==> src/rtl/instruction_fetch_unit.sv <==
// instruction_fetch_unit: multi-cycle IDLE/FETCH/DECODE fetch stage with next-PC selection
module instruction_fetch_unit #(
  parameter logic [31:0] RESET_PC = 32'h0000_0000
) (
  input  logic        clk,
  input  logic        reset,
  output logic        imem_req,
  output logic [31:0] imem_addr,
  input  logic        imem_ack,
  input  logic [31:0] imem_rdata,
  output logic [31:0] instr,
  output logic [5:0]  opcode,
  output logic        instr_valid,
  input  logic        stall,
  input  logic        resolve,
  input  logic        jump,
  input  logic        branch,
  input  logic        zero_inv,
  input  logic        zero,
  output logic [31:0] pc,
  output logic [31:0] pc_plus4,
  output logic [31:0] retired
);
  typedef enum logic [1:0] {IDLE, FETCH, DECODE} state_t;
  state_t state, state_nx;
  logic [31:0] bt, jt, next_pc;
  logic take, ack_hit, advance;
  assign pc_plus4  = pc + 32'd4;
  assign bt        = pc_plus4 + {{14{instr[15]}}, instr[15:0], 2'b00};
  assign jt        = {pc_plus4[31:28], instr[25:0], 2'b00};
  assign take      = branch & (zero ^ zero_inv);
  assign next_pc   = jump ? jt : take ? bt : pc_plus4;
  assign imem_req  = state == FETCH;
  assign imem_addr = pc;
  assign opcode    = instr[31:26];
  assign ack_hit   = state == FETCH && imem_ack;
  assign advance   = state == DECODE && resolve && !stall;
  always_comb begin
    state_nx = state;
    if (state == IDLE) state_nx = FETCH;
    if (ack_hit) state_nx = DECODE;
    if (advance) state_nx = FETCH;
  end
  always_ff @(posedge clk) begin
    if (reset) state <= IDLE;
    else state <= state_nx;
  end
  always_ff @(posedge clk) begin
    if (reset) begin
      pc          <= RESET_PC;
      instr       <= '0;
      instr_valid <= 1'b0;
      retired     <= '0;
    end else begin
      if (ack_hit) begin
        instr       <= imem_rdata;
        instr_valid <= 1'b1;
      end
      if (advance) begin
        pc          <= next_pc;
        retired     <= retired + 32'd1;
        instr_valid <= 1'b0;
      end
    end
  end
endmodule
==> config.mk <==
export PLATFORM = sky130hd
export DESIGN_NAME = instruction_fetch_unit
export DESIGN_NICKNAME = d
export VERILOG_FILES = /design/src/rtl/instruction_fetch_unit.sv
export SDC_FILE = /design/constraint.sdc
export NUM_CORES = 1
export LEC_CHECK = 0
export ABC_CLOCK_PERIOD_IN_PS = 4000
export CAP_MARGIN = 20
export CORE_ASPECT_RATIO = 1.4
export CORE_UTILIZATION = 44
export CTS_BUF_LIST = sky130_fd_sc_hd__clkbuf_4
export DETAILED_ROUTE_END_ITERATION = 12
export PLACE_DENSITY_LB_ADDON = 0.25
export SLEW_MARGIN = 20
export SYNTH_ARGS = -nofsm -noshare
export SYNTH_HDL_FRONTEND = slang
export SYNTH_SLANG_ARGS = --single-unit
==> constraint.sdc <==
create_clock -name clk -period 4 [get_ports clk]
set_clock_uncertainty 0.05 [all_clocks]
set_input_delay 0.4 -clock clk [delete_from_list [all_inputs] [get_ports clk]]
set_output_delay 0.4 -clock clk [all_outputs]
set_load 0.05 [all_outputs]
==> impl_metrics.tcl, run 1 <==
set metrics [dict create \
    synth_cells 859 \
    ctsHoldBuffers 0 \
    drtIter0Drc 291 \
    async_flop_share_pct 0 \
    endpoint_kind "output port" \
    hpwl_um 16200 \
    grt_pass1_wl_um 34200 \
    place_area_um2 8900 \
    synth_top_area_cell "dfxtp_1" \
    leakagePower_nw 3.47 \
    clock-sinks 97 \
    cts_tree "built" \
    top_usage_layer "met2" \
    min_period_over_period_pct 96.2 \
    grtUsageMet2_pct 49.2 \
    antenna_left 0 \
    design_area_um2 9060 \
    yosysWarnings 0 \
    syn_area_um2 6670 \
    synth_edf_count 0 \
    grt_use_met3_pct 6.04 \
    yosysTopAreaCellShare_pct 29.1 \
    irDropWorstVdd_uv 162 \
    finalSetupViolations 0 \
    syn_area_per_cell_um2 7.76 \
    ys_ff_latch 97 \
    cts_buffer_depth 2 \
    place.gp.congestion 0.905 \
    nFillCells 1352 \
    nNetsFinal 1101 \
    die_w_um 106 \
    grt_util_all_layers_pct 27.7 \
    numCtsBuffers 9 \
    antenna_found_initial 1 \
    routed_via_density 5.50 \
    dr.pass1.iters 5 \
    tightest_slew_ns 0.935 \
    h-tree-depth 3 \
    core-area_um2 14600 \
    p_total_mw 2.06 \
    drcViolationCount 0 \
    clk-insertion-delay-late_ns 0.48 \
    status "complete, no violations" \
    yosys-top-cells-area "dfxtp_1 29%, nand2_1 7.9%, ha_1 6.9%" \
    num_vias 6688 \
    fin_util_pct 61.9 \
    finalWorstPathRequiredPeriod_ns 3.85 \
    final_cells 1217 \
    hold_path_class "in2reg" \
    relSlewSlack_pct 37.5 \
    ys.flop_type "dfxtp_1" \
    initial_utilization_pct 45.6 \
    placed_cells 1199 \
    yosysSeqAreaShare_pct 29.1 \
    die_area_um2 15700 \
    grt_pass1_vias 6573 \
    gr-usage-met1_pct 32.1 \
    hold_slack_ns 0.388 \
    layout_commonest_cell "clkdlybuf4s50_1" \
    grt_max_degree 64 \
    wl_per_cell_um 17.5 \
    area_growth_syn_to_layout_pct 35.9 \
    yosysUniqueCellTypes 75 \
    clk_pin_slew_ns 0.18 \
    layout_common_cells "199 x clkdlybuf4s50_1, 140 x nand2_1, 86 x a21oi_1, 81 x dfxtp_1, 63 x nor2_1" \
    power_density_nw_per_um2 228 \
    rsz0062_at_grt "yes" \
    arrival_ns 3.40 \
    io_pins 209 \
    drive_gt1_share_pct 10.4 \
    hold_viol_final 0 \
    drv_slew 0 \
    postRouteWirelength_um 21300 \
    crit_required_ns 3.55 \
    fmax_mhz 260 \
    placementRows 52 \
    worstPathMaxFanout 6 \
    globalRouteOverflowTotal 0 \
    path_class "reg2out" \
    port_buffers 202 \
    critical_path.startpoint_type "flip-flop" \
    cts-root-buf "clkbuf_4" \
    seqCellArea_um2 1970 \
    die_y_um 148 \
    cap_violations 0 \
    multiInputGateArea_um2 4430 \
]
critical path, stage by stage (launching register included):
cell             delay, ns
dfxtp_2               0.41
clkinv_1              0.15
nor2_2                0.25
nand4_2               0.28
nor3_2                0.46
buf_4                 0.20
nand2_1               0.07
xnor2_2               0.24
clkdlybuf4s50_1       0.87
logic make-up after synthesis:
logic type	after synthesis	share of synthesized area [%]
simple gates	319	22.5
fa+ha+maj	38	7.24
xor+xnor	80	10.5
compound gates	220	21.6
buf+inv	102	8.71
flops	97	29.1
other cells	1	0.0562
mux	2	0.300
final timing paths:
path	startpoint	end	slack (ns)	cells past startpoint
min	reset	instr[22]	0.39	2
min reg2reg	instr[21]	instr[21]	0.44	2
max	imem_addr[6]	pc_plus4[27]	0.15	8
max reg2reg	imem_addr[2]	imem_addr[23]	0.21	15
registers in the layout, indices dropped and copies added (netlist names):
signal and cells:
instr 32, retired 32, imem_addr 30, instr_valid 1, state 2
synthesized netlist by cell type, drive strengths merged (9+ instances only):
cell	n
dfxtp	97
inv	20
nand2	140
nor2	66
xnor2	40
clkbuf	30
nor2b	9
nand3	28
o21ai	32
and3	10
buf	49
o211ai	12
ha	37
nor3	14
xor2	40
nand4	19
a21oi	86
a21o	15
layout make-up:
type / instances / area share [%]
Antenna cell: 1 / 0.0276
Timing Repair Buffer: 227 / 24.3
Tap cell: 189 / 2.61
Multi-Input combinational cell: 665 / 48.9
Clock buffer: 9 / 0.746
Inverter: 22 / 0.911
Sequential cell: 97 / 21.7
Clock inverter: 7 / 0.773
layer usage:
metal	vias to the layer above	wire, um
met5	-	0
met3	46	1270
met2	200	10900
met1	3145	8480
met4	0	656
li1	3297	-
power by group:
part	internal, mW	total [mW]	switching [mW]
clock network	0.147	0.551	0.404
logic	0.169	0.485	0.316
registers	0.992	1.03	0.0339
total	1.31	2.06	0.754
per-stage QoR:
stage	TNS, ns	worst slack (ns)
after floorplan	-0.0711	-0.0499
after global placement	0	0.178
after detailed placement	0	0.0604
after CTS	0	0.0404
after global routing	-0.00728	-0.00728
final	0	0.152
timing repair:
item,4_1_cts,5_1_grt
setup buffers,0,1
endpoints found under the hold margin,0,0
pin swaps,0,1
endpoints found under the setup margin,1,4
gates resized for setup,1,3
cloned,0,0
Power figures use the tool's default switching activity.
==> inputs of run 2 (changes only) <==
ABC_CLOCK_PERIOD_IN_PS = unset   (was 4000)
CORE_UTILIZATION = 45   (was 44)
DONT_BUFFER_PORTS = 1   (was unset)
==> impl_metrics.tcl, run 2 (same netlist as run 1, synthesis figures left out) <==
set metrics [dict create \
    status "complete, no violations" \
    critical_path.startpoint_type "flip-flop" \
    tns_ns 0 \
    fin_util_pct 55.2 \
    endpoint_kind "flip-flop" \
    path_buf_inv 0 \
    nNetsFinal 1004 \
    h-tree-depth 3 \
    dr.pass1.iters 5 \
    io_pins 209 \
    wl_per_cell_um 19.2 \
    cp_cell_sequence "nand3_2 -> nor2_4 -> nand4_1 -> nor2_1 -> xor2_2 -> ha_1 -> nand4_1 -> a211o_1 -> o22a_2 -> o41ai_1 -> xnor2_1 -> nor2_1 -> a211o_1 -> a32o_1" \
    drcViolationCount 0 \
    grt_max_degree 85 \
    clock-sinks 97 \
    numCtsBuffers 9 \
    clock_power_share_pct 28.1 \
    finalSetupViolations 0 \
    final_cells 1120 \
    cts_tree "built" \
    min_period_over_period_pct 93.3 \
    cts-root-buf "clkbuf_4" \
    holdPathEnd "imem_addr[19]" \
    fmax_mhz 268 \
    placed_cells 1068 \
    cts_buffer_depth 2 \
    intPower_mw 1.26 \
    rsz0062_at_grt "no" \
    drive_gt1_share_pct 19.5 \
    dp_slack_ns 0.0763 \
    grt_util_all_layers_pct 28.1 \
    layout_commonest_cell "nand2_1" \
    globalRouteOverflowTotal 0 \
    power_density_nw_per_um2 254 \
    critPathMaxStageDelay_ns 0.50 \
    seqPwrFrac_pct 53.3 \
    irDropWorstVdd_uv 181 \
    arrival_ns 4.10 \
    drv_slew 0 \
    num_vias 6576 \
    clk-insertion-delay-late_ns 0.49 \
    finalWorstSetupSlack_ns 0.267 \
    cap_violations 0 \
    regToRegStartpoint "imem_addr[7]" \
    crit_required_ns 4.37 \
    die_area_um2 15300 \
    worstPathMaxFanout 5 \
    antenna_found_initial 1 \
    die_w_um 105 \
    initial_utilization_pct 46.2 \
    grt_pass1_vias 6630 \
    hold_viol_final 0 \
    antenna_left 0 \
    leakagePower_nw 3.28 \
    finalWorstPathRequiredPeriod_ns 3.73 \
    port_buffers 0 \
    hold_path_class "in2reg" \
    die_y_um 146 \
    swShare_pct 37.5 \
    crit_family "compound AO/OA/AOI/OAI gates" \
    hpwl_um 15700 \
    worstHoldPathCells 2 \
    postRouteWirelength_um 21500 \
    switchingPower_mw 0.759 \
    path_class "reg2reg" \
    place.gp.congestion 0.950 \
    area_growth_syn_to_layout_pct 19.5 \
    hp-start "jump" \
    critPathSlowestCell "o41ai_1" \
    drtIter0Drc 320 \
    core-area_um2 14400 \
    combPwrFrac_pct 18.6 \
    layout_common_cells "140 x nand2_1, 95 x buf_4, 86 x a21oi_1, 81 x dfxtp_1, 62 x nor2_1" \
    routed_via_density 5.87 \
    rr_endpoint "imem_addr[23]" \
    clk_pin_slew_ns 0.20 \
    rrSetupSlack_ns 0.27 \
    ff2ff_path_depth 14 \
    placementRows 52 \
    tightest_slew_ns 1.10 \
    grt_pass1_wl_um 34100 \
    relSlewSlack_pct 26.5 \
]
==> run 2: timing repair <==
| item | 4_1_cts | 5_1_grt |
|---|---|---|
| resized for setup | 0 | 6 |
| setup endpoints to repair | 0 | 10 |
| hold buffers | 33 | 1 |
| endpoints found under the hold margin | 85 | 1 |
| setup buffers | 0 | 1 |
==> run 2: worst max-delay path by stage <==
stage,start,to,slack [ns],depth (start not counted)
after floorplan,imem_addr[2],imem_addr[31],-0.05,16
after global placement,imem_addr[3],imem_addr[31],0.17,15
after detailed placement,imem_addr[7],imem_addr[31],0.08,15
after CTS,imem_addr[7],imem_addr[31],0.04,15
after global routing,imem_addr[7],imem_addr[31],0.004,15
final,imem_addr[7],imem_addr[23],0.27,14
==> run 2: metrics by stage <==
| step | total power, mW | instance area, um^2 | hold slack [ns] |
|---|---|---|---|
| 2_1_floorplan | 1.37 | 6970 | 0.425 |
| 3_3_place_gp | 1.42 | 7420 | 0.424 |
| 3_5_place_dp | 1.43 | 7420 | 0.426 |
| 4_1_cts | 2.04 | 7920 | 0.00145 |
| 5_1_grt | 2.11 | 7970 | 0.00322 |
| 6_report | 2.02 | 7970 | 0.0259 |
==> run 2: routing by layer <==
layer / GRT usage (%) / up-vias / routed length [um]
met4: 11.9 / 0 / 711
met2: 51.8 / 268 / 11100
met5: 0 / - / 0
li1: - / 3106 / -
met3: 6.70 / 54 / 1550
met1: 30.4 / 3148 / 8130
==> run 2: cell type report <==
cell class,instances,area [um^2]
antenna,1,2.50
tap,189,236
inverter,22,82.6
clock buffer,9,67.6
timing repair buffer,130,1080
sequential,97,1970
fill,1376,6470
clock inverter,7,81.3
multi-input combinational,665,4450
==> run 2: worst reg2reg max path: cells and delay by family, from the launching register on <==
family | cells | cell delay (ns)
adder cells (fa/ha/maj) | 1 | 0.37
AND/OR/NAND/NOR | 6 | 0.89
AO/OA/AOI/OAI | 5 | 1.58
XOR/XNOR | 2 | 0.28
flip-flops | 1 | 0.49
==> run 2: power groups by stage <==
| stage | logic (mW) | clock network (mW) | registers, mW |
|---|---|---|---|
| finish | 0.377 | 0.569 | 1.08 |
| floorplan | 0.250 | 0 | 1.12 |
| CTS | 0.372 | 0.591 | 1.08 |
| detailed placement | 0.330 | 0 | 1.10 |
| global route | 0.404 | 0.627 | 1.08 |
| global placement | 0.326 | 0 | 1.10 |
